==> config.mk <==
export PLATFORM = sky130hd
export DESIGN_NAME = wb_arbiter_flat
export DESIGN_NICKNAME = d
export VERILOG_FILES = /design/src/rtl/wb_types.sv /design/src/rtl/wb_arbiter_if.sv /design/src/rtl/wb_fifo.sv /design/src/rtl/wb_arbiter.sv /design/src/flat_wrapper.sv
export SDC_FILE = /design/constraint.sdc
export NUM_CORES = 1
export LEC_CHECK = 0
export ABC_AREA = 1
export CAP_MARGIN = 20
export CORE_MARGIN = 2
export CORE_UTILIZATION = 46
export CTS_BUF_LIST = sky130_fd_sc_hd__clkbuf_4 sky130_fd_sc_hd__clkbuf_8 sky130_fd_sc_hd__clkbuf_16
export DETAILED_ROUTE_END_ITERATION = 8
export PLACE_DENSITY = 0.76
export SLEW_MARGIN = 15
export SYNTH_ARGS = -nofsm -noshare
export SYNTH_HDL_FRONTEND = slang
export SYNTH_SLANG_ARGS = --single-unit
==> constraint.sdc <==
create_clock -name clk -period 2.75 [get_ports clk]
set_input_delay 0.4125 -clock clk [delete_from_list [all_inputs] [get_ports clk]]
set_output_delay 0.4125 -clock clk [all_outputs]
set_load 0.05 [all_outputs]
==> src/rtl/wb_types.sv <==
// Shared types for the writeback arbiter: register index, data word and
// the buffered long-latency result entry.
package wb_types;
  localparam int NUM_REGS = 32;

  typedef logic [4:0]  regidx_t;
  typedef logic [31:0] word_t;

  typedef struct packed {
    regidx_t dest;
    word_t   data;
  } wb_entry_t;
endpackage

==> src/rtl/wb_arbiter_if.sv <==
// Writeback arbiter bus: pipeline writeback, long-latency result handshake,
// issue/decode busy lookup and the register file write port.
// Handshake: a result transfers on a rising edge where mul_valid && mul_ready;
// mul_ready depends only on registered FIFO occupancy, never on a same-cycle pop.
interface wb_arbiter_if;
  import wb_types::*;

  logic    pipe_load;
  regidx_t pipe_dest;
  word_t   pipe_data;
  logic    mul_valid;
  logic    mul_ready;
  regidx_t mul_dest;
  word_t   mul_data;
  logic    issue_valid;
  regidx_t issue_dest;
  regidx_t src_a;
  regidx_t src_b;
  logic    busy_a;
  logic    busy_b;
  logic    rf_load;
  regidx_t rf_dest;
  word_t   rf_in;
  logic    pipe_stall;

  modport master (
    output pipe_load, pipe_dest, pipe_data,
    output mul_valid, mul_dest, mul_data,
    output issue_valid, issue_dest, src_a, src_b,
    input  mul_ready, busy_a, busy_b, rf_load, rf_dest, rf_in, pipe_stall
  );

  modport slave (
    input  pipe_load, pipe_dest, pipe_data,
    input  mul_valid, mul_dest, mul_data,
    input  issue_valid, issue_dest, src_a, src_b,
    output mul_ready, busy_a, busy_b, rf_load, rf_dest, rf_in, pipe_stall
  );
endinterface

==> src/rtl/wb_fifo.sv <==
// Synchronous FIFO of writeback entries; pointers wrap modulo DEPTH and
// occupancy is an explicit count so non-power-of-two depths work.
module wb_fifo
  import wb_types::*;
#(
  parameter int DEPTH = 2
) (
  input  logic      clk,
  input  logic      rst,
  input  logic      push,
  input  wb_entry_t push_data,
  input  logic      pop,
  output logic      full,
  output logic      empty,
  output wb_entry_t head
);
  localparam int PTR_W = (DEPTH > 1) ? $clog2(DEPTH) : 1;
  localparam int CNT_W = $clog2(DEPTH + 1);

  logic [PTR_W-1:0] wr_ptr_q, wr_ptr_d;
  logic [PTR_W-1:0] rd_ptr_q, rd_ptr_d;
  logic [CNT_W-1:0] count_q, count_d;
  wb_entry_t        mem_q [DEPTH];
  wb_entry_t        mem_d [DEPTH];
  logic             do_push, do_pop;

  function automatic logic [PTR_W-1:0] next_ptr(input logic [PTR_W-1:0] p);
    return (p == PTR_W'(DEPTH - 1)) ? '0 : p + PTR_W'(1);
  endfunction

  assign full  = (count_q == CNT_W'(DEPTH));
  assign empty = (count_q == '0);
  assign head  = mem_q[rd_ptr_q];

  always_comb begin
    do_push  = push && !full;
    do_pop   = pop && !empty;
    wr_ptr_d = do_push ? next_ptr(wr_ptr_q) : wr_ptr_q;
    rd_ptr_d = do_pop  ? next_ptr(rd_ptr_q) : rd_ptr_q;
    count_d  = count_q + CNT_W'(do_push) - CNT_W'(do_pop);
    mem_d    = mem_q;
    if (do_push) mem_d[wr_ptr_q] = push_data;
  end

  always_ff @(posedge clk) begin
    if (rst) begin
      wr_ptr_q <= '0;
      rd_ptr_q <= '0;
      count_q  <= '0;
    end else begin
      wr_ptr_q <= wr_ptr_d;
      rd_ptr_q <= rd_ptr_d;
      count_q  <= count_d;
    end
  end

  // Storage needs no reset: the count alone decides what is valid.
  always_ff @(posedge clk) begin
    mem_q <= mem_d;
  end
endmodule

==> src/rtl/wb_arbiter.sv <==
// Writeback arbiter: pipeline writes own the register file port, buffered
// long-latency results fill idle slots; tracks busy registers and starvation.
module wb_arbiter
  import wb_types::*;
#(
  parameter int FIFO_DEPTH   = 2,
  parameter int STARVE_LIMIT = 4
) (
  input logic         clk,
  input logic         rst,
  wb_arbiter_if.slave bus
);
  localparam int SC_W = $clog2(STARVE_LIMIT + 1);

  logic                pipe_eff;
  logic                mul_ready;
  logic                fifo_push, fifo_pop, fifo_full, fifo_empty;
  wb_entry_t           push_entry, fifo_head;
  logic [NUM_REGS-1:0] busy_q, busy_d;
  logic [SC_W-1:0]     starve_q, starve_d;
  logic                pipe_stall;

  wb_fifo #(.DEPTH(FIFO_DEPTH)) u_fifo (
    .clk       (clk),
    .rst       (rst),
    .push      (fifo_push),
    .push_data (push_entry),
    .pop       (fifo_pop),
    .full      (fifo_full),
    .empty     (fifo_empty),
    .head      (fifo_head)
  );

  always_comb begin
    pipe_eff        = !rst && bus.pipe_load && (bus.pipe_dest != '0);
    fifo_pop        = !rst && !pipe_eff && !fifo_empty;
    mul_ready       = !rst && !fifo_full;
    // Results for r0 complete the handshake but are never buffered.
    fifo_push       = bus.mul_valid && mul_ready && (bus.mul_dest != '0);
    push_entry.dest = bus.mul_dest;
    push_entry.data = bus.mul_data;
    pipe_stall      = !rst && (starve_q >= SC_W'(STARVE_LIMIT));
  end

  always_comb begin
    bus.mul_ready  = mul_ready;
    bus.pipe_stall = pipe_stall;
    bus.rf_load    = 1'b0;
    bus.rf_dest    = '0;
    bus.rf_in      = '0;
    if (pipe_eff) begin
      bus.rf_load = 1'b1;
      bus.rf_dest = bus.pipe_dest;
      bus.rf_in   = bus.pipe_data;
    end else if (fifo_pop) begin
      bus.rf_load = 1'b1;
      bus.rf_dest = fifo_head.dest;
      bus.rf_in   = fifo_head.data;
    end
  end

  // A FIFO write of the operand this cycle is forwarded by the register file.
  always_comb begin
    bus.busy_a = !rst && (bus.src_a != '0) && busy_q[bus.src_a] &&
                 !(fifo_pop && (fifo_head.dest == bus.src_a));
    bus.busy_b = !rst && (bus.src_b != '0) && busy_q[bus.src_b] &&
                 !(fifo_pop && (fifo_head.dest == bus.src_b));
  end

  always_comb begin
    busy_d = busy_q;
    if (fifo_pop) busy_d[fifo_head.dest] = 1'b0;
    if (bus.issue_valid && (bus.issue_dest != '0)) busy_d[bus.issue_dest] = 1'b1;
  end

  always_comb begin
    starve_d = starve_q;
    if (fifo_empty || fifo_pop) starve_d = '0;
    else if (starve_q < SC_W'(STARVE_LIMIT)) starve_d = starve_q + SC_W'(1);
  end

  always_ff @(posedge clk) begin
    if (rst) begin
      busy_q   <= '0;
      starve_q <= '0;
    end else begin
      busy_q   <= busy_d;
      starve_q <= starve_d;
    end
  end

  a_issue_not_busy: assert property (@(posedge clk) disable iff (rst)
    !(bus.issue_valid && (bus.issue_dest != '0) && busy_q[bus.issue_dest] &&
      !(fifo_pop && (fifo_head.dest == bus.issue_dest))));

  a_no_load_when_stalled: assert property (@(posedge clk) disable iff (rst)
    !(pipe_stall && bus.pipe_load));
endmodule

==> src/flat_wrapper.sv <==
// flat-port wrapper written by rule: the top's interface ports become plain ports
module wb_arbiter_flat import wb_types::*;
#(
  parameter int FIFO_DEPTH   = 2,
  parameter int STARVE_LIMIT = 4
)
  (clk, rst, bus_pipe_load, bus_pipe_dest, bus_pipe_data, bus_mul_valid, bus_mul_dest, bus_mul_data, bus_issue_valid, bus_issue_dest, bus_src_a, bus_src_b, bus_mul_ready, bus_busy_a, bus_busy_b, bus_rf_load, bus_rf_dest, bus_rf_in, bus_pipe_stall);
  wb_arbiter_if bus_i ();
  input logic clk;
  input logic rst;
  input wire logic [$bits(bus_i.pipe_load)-1:0] bus_pipe_load;
  input wire logic [$bits(bus_i.pipe_dest)-1:0] bus_pipe_dest;
  input wire logic [$bits(bus_i.pipe_data)-1:0] bus_pipe_data;
  input wire logic [$bits(bus_i.mul_valid)-1:0] bus_mul_valid;
  input wire logic [$bits(bus_i.mul_dest)-1:0] bus_mul_dest;
  input wire logic [$bits(bus_i.mul_data)-1:0] bus_mul_data;
  input wire logic [$bits(bus_i.issue_valid)-1:0] bus_issue_valid;
  input wire logic [$bits(bus_i.issue_dest)-1:0] bus_issue_dest;
  input wire logic [$bits(bus_i.src_a)-1:0] bus_src_a;
  input wire logic [$bits(bus_i.src_b)-1:0] bus_src_b;
  output wire logic [$bits(bus_i.mul_ready)-1:0] bus_mul_ready;
  output wire logic [$bits(bus_i.busy_a)-1:0] bus_busy_a;
  output wire logic [$bits(bus_i.busy_b)-1:0] bus_busy_b;
  output wire logic [$bits(bus_i.rf_load)-1:0] bus_rf_load;
  output wire logic [$bits(bus_i.rf_dest)-1:0] bus_rf_dest;
  output wire logic [$bits(bus_i.rf_in)-1:0] bus_rf_in;
  output wire logic [$bits(bus_i.pipe_stall)-1:0] bus_pipe_stall;
  assign bus_i.pipe_load = bus_pipe_load;
  assign bus_i.pipe_dest = bus_pipe_dest;
  assign bus_i.pipe_data = bus_pipe_data;
  assign bus_i.mul_valid = bus_mul_valid;
  assign bus_i.mul_dest = bus_mul_dest;
  assign bus_i.mul_data = bus_mul_data;
  assign bus_i.issue_valid = bus_issue_valid;
  assign bus_i.issue_dest = bus_issue_dest;
  assign bus_i.src_a = bus_src_a;
  assign bus_i.src_b = bus_src_b;
  assign bus_mul_ready = bus_i.mul_ready;
  assign bus_busy_a = bus_i.busy_a;
  assign bus_busy_b = bus_i.busy_b;
  assign bus_rf_load = bus_i.rf_load;
  assign bus_rf_dest = bus_i.rf_dest;
  assign bus_rf_in = bus_i.rf_in;
  assign bus_pipe_stall = bus_i.pipe_stall;
  wb_arbiter #(.FIFO_DEPTH(FIFO_DEPTH), .STARVE_LIMIT(STARVE_LIMIT)) u_core (.clk(clk), .rst(rst), .bus(bus_i));
endmodule
==> results_tabular.tex <==
\begin{tabular}{lr}
\hline
Metric & Value \\
\hline
\multicolumn{2}{l}{\textbf{Status}} \\
Result of the run & complete, no violations \\
\multicolumn{2}{l}{\textbf{Synth}} \\
Share of synthesized registers carrying an async set or reset & 0 \\
Top cells by count, synth & 203 x sky130\_fd\_sc\_hd\_\_nand2\_1, 100 x sky130\_fd\_sc\_hd\_\_nor2\_1, 83 x sky130\_fd\_sc\_hd\_\_nand3\_1, 74 x sky130\_fd\_sc\_hd\_\_edfxtp\_1, 62 x sky130\_fd\_sc\_hd\_\_inv\_1 \\
Largest area contributor in the netlist & sky130\_fd\_sc\_hd\_\_edfxtp\_1 \\
Most frequent cell after synthesis & sky130\_fd\_sc\_hd\_\_nand2\_1 \\
Dominant synthesized flop cell & sky130\_fd\_sc\_hd\_\_edfxtp\_1 \\
\#FFs+latches synth & around 110 \\
Proportion of synthesized chip area in sequential cells & 0.505 \\
Avg Cell Area, Syn & roughly 8.0 sq um \\
Cells after Synth & approximately 740 \\
Number of distinct library cell variants in the gate-level netlist after synthesis & 31 \\
Number of enable flip-flop cells after synthesis & 74 \\
Netlist area before placement & between 5000 and 6000 sq um \\
Post-synth top area share & 0.374 \\
Largest cells by area after synthesis & sky130\_fd\_sc\_hd\_\_edfxtp\_1 37\%, sky130\_fd\_sc\_hd\_\_dfxtp\_1 13\%, sky130\_fd\_sc\_hd\_\_nand2\_1 13\% \\
Yosys warning count & 0 \\
Syn nets & roughly 840 \\
\multicolumn{2}{l}{\textbf{Setup path}} \\
Type of the worst setup path & in2out \\
Critical path peak fanout & 37 \\
Critical path's slowest cell & sky130\_fd\_sc\_hd\_\_clkdlybuf4s50\_1 \\
Critical Path, Cell by Cell & clkdlybuf4s50\_1 -> nor2\_1 -> nand3\_1 -> a21oi\_2 -> inv\_2 -> buf\_12 -> o31ai\_1 -> buf\_12 \\
Count of buffer and inverter cells on the critical path & 4 \\
Worst endpoint required time & around 2.3 ns \\
Most used cell along the critical path & sky130\_fd\_sc\_hd\_\_buf\_12 \\
Dominant delay contributor by cell family on the critical path & buffers and inverters \\
Crit path capture type & output pin \\
Arrival time at the worst endpoint & 2.24 ns \\
Crit start category & input port \\
Delay of the slowest cell on the worst path & between 0.4 and 0.5 ns \\
\multicolumn{2}{l}{\textbf{Layout}} \\
Number of nets at the end of the flow & around 1000 \\
Share of post-route cells with drive strength above 1 & 0.137 \\
Non-filler cells, final & between 1000 and 1500 \\
Synthesis-to-finish area growth & 41.3\% \\
Antenna cell count & 0 \\
Final core utilization & 0.666 \\
\multicolumn{2}{l}{\textbf{Route}} \\
Number of design-rule violations left by the first detailed-router iteration & 601 \\
Average via count per standard cell & about 5.3 \\
WL per Instance & 15.9 um \\
Number of detailed-routing iterations run before antenna repair & 5 \\
Detailed-route via count & roughly 5600 \\
Total Routed Length & about 17000 um \\
Post-detailed-route count of antenna-violating nets & 0 \\
DRC viols & 0 \\
\multicolumn{2}{l}{\textbf{Pwr}} \\
Peak VDD IR & about 0.00045 V \\
Total power & 5.95 mW \\
Static leakage power & 3.28 nW \\
Power share of the clock group & 0.318 \\
Switching power & $\sim$2.1 mW \\
Internal portion of total power & approximately 3.9 mW \\
Portion of total power attributed to sequential cells & 0.332 \\
Power Dens Cells & 708 nW/um\^{}2 \\
Proportion of total power due to net switching & 0.346 \\
Combinational Power Share & 0.350 \\
\multicolumn{2}{l}{\textbf{Timing}} \\
Setup repair after global routing missed its margin & false \\
Sum of negative setup slack & 0 ns \\
Worst clock skew & $\sim$0.0051 ns \\
Minimum clock period after layout & 2.65 ns \\
Peak clock frequency supported by timing & 377 MHz \\
Minimum hold slack & around 0.44 ns \\
Relative slew slack & 0.598 \\
Slew of the pin with the lowest slew margin & roughly 0.6 ns \\
Number of hold violations in the final report & 0 \\
Final worst path period share & 0.964 \\
Final Max Slew Viols & 0 \\
Setup-failing EPs final & 0 \\
\multicolumn{2}{l}{\textbf{Clock tree}} \\
Clock tree from TritonCTS & done \\
Max clock buf depth & 2 \\
Register clock-pin slew on the reported worst setup and hold paths & around 0.05 ns \\
Clock sink count & 113 \\
Insertion delay of the later-clocked pin in the worst-skew pair & $\sim$0.41 ns \\
CTS Root Cell & sky130\_fd\_sc\_hd\_\_clkbuf\_16 \\
Number of clock buffers inserted by TritonCTS & 17 \\
H-tree depth & 4 \\
Hold\_buf cts & 0 \\
\multicolumn{2}{l}{\textbf{Global routing}} \\
Initial antenna violation count & 0 \\
Global route total overflow & 0 \\
Largest net degree at the start of global routing & 38 \\
First-pass GRT wire length & roughly 28000 um \\
Global-route usage over all layers & 0.254 \\
Vias in the first global route & $\sim$5600 \\
\multicolumn{2}{l}{\textbf{Floorplan}} \\
Top-Level Pins & 136 \\
Core Box Area & 12600 sq um \\
Area of the die & about 14000 sq um \\
Height of the chip & around 120 um \\
Width of the die & 118 um \\
Count of standard-cell rows & 41 \\
Starting density of the core & 0.471 \\
\multicolumn{2}{l}{\textbf{Placement}} \\
Final weighted congestion in routability-driven placement & $\sim$0.9 \\
Number of cells after detailed placement & roughly 1000 \\
Count of input and output buffers & between 100 and 150 \\
Final HPWL from detailed placement & approximately 12000 um \\
\multicolumn{2}{l}{\textbf{Min path}} \\
Classification of the worst-slack hold path & reg2reg \\
\multicolumn{2}{l}{\textbf{Job}} \\
Count of maximum capacitance violations & 0 \\
\hline
\end{tabular}
[metal layers]
metal  wire length [um]  vias to the layer above  track usage
li1                   -                     2755            -
met1               7020                     2598        0.324
met2               8130                      259        0.414
met3               1410                       31       0.0591
met4                452                        0        0.113
met5                  0                        -            0
[layout make-up]
type	instances	area [sq um]
fillers	1026	4220
multi-input cells	528	2470
clock inverters	12	70.1
repair buffers	153	1920
clock buffers	20	448
flip-flops and latches	113	3000
well taps	172	215
inverters	70	267
[power groups by stage]
stage                     Sequential, mW  Clock, mW  Combinational [mW]
after global placement              2.00          0                2.05
after CTS                           1.97       1.92                2.08
final                               1.98       1.89                2.08
after floorplan                     1.98          0                1.22
after detailed placement            2.01          0                2.07
after global routing                1.99       1.99                2.22
[logic make-up (layout without fill, tap and decap cells)]
| logic type | after synthesis | after routing | share of synthesized area |
|---|---|---|---|
| xor+xnor | 2 | 2 | 0.00295 |
| simple gates | 422 | 422 | 0.301 |
| fa+ha+maj | 3 | 3 | 0.00632 |
| flops | 113 | 113 | 0.505 |
| compound gates | 101 | 101 | 0.103 |
| buf+inv | 103 | 255 | 0.0821 |
[timing repair]
| item | CTS | global route |
|---|---|---|
| resized for setup | 0 | 2 |
| setup buffers | 0 | 0 |
| endpoints found under the setup margin | 0 | 16 |
[layout by cell type (no fill, tap or decap), types with 32 or more instances in the layout]
cell | netlist | routed
sky130_fd_sc_hd__nand3_1 | 83 | 83
sky130_fd_sc_hd__inv_1 | 62 | 62
sky130_fd_sc_hd__nor2_1 | 100 | 98
sky130_fd_sc_hd__clkdlybuf4s50_1 | 0 | 93
sky130_fd_sc_hd__a21oi_1 | 42 | 41
sky130_fd_sc_hd__edfxtp_1 | 74 | 74
sky130_fd_sc_hd__dfxtp_1 | 39 | 38
sky130_fd_sc_hd__nand2_1 | 203 | 203
sky130_fd_sc_hd__o31ai_1 | 32 | 32
sky130_fd_sc_hd__buf_12 | 0 | 43
[state kept, by name, indices dropped and copies added, names as in the netlist]
| register | count |
|---|---|
| u_core.starve_q | 3 |
| u_core.u_fifo.count_q | 2 |
| u_core.u_fifo.rd_ptr_q | 1 |
| u_core.u_fifo.wr_ptr_q | 1 |
| u_core.u_fifo.mem_q | 74 |
| u_core.busy_q | 32 |
[worst min-delay path: cells and delay by family (launching register included)]
family,cells,cell delay [ns]
AO/OA/AOI/OAI,1,0.03
flip-flops,1,0.30
AND/OR/NAND/NOR,1,0.06
[metrics by stage]
stage          cell area, sq um  setup slack (ns)
2_1_floorplan              5960            0.0936
3_3_place_gp               7880             0.167
3_5_place_dp               7880             0.117
4_1_cts                    8390            0.0445
5_1_grt                    8400           0.00985
6_report                   8400             0.100
[final timing paths]
check / from / to / slack, ns / cells after the start
worst max-delay path: bus_pipe_dest[1] / bus_rf_in[24] / 0.10 / 8
worst min-delay path: u_core.busy_q[0] / u_core.busy_q[0] / 0.44 / 2
worst max register to register: u_core.u_fifo.count_q[1] / u_core.u_fifo.count_q[1] / 0.72 / 10
worst min register to register: u_core.busy_q[0] / u_core.busy_q[0] / 0.44 / 2
No activity file was read; power rests on OpenSTA's default activity.
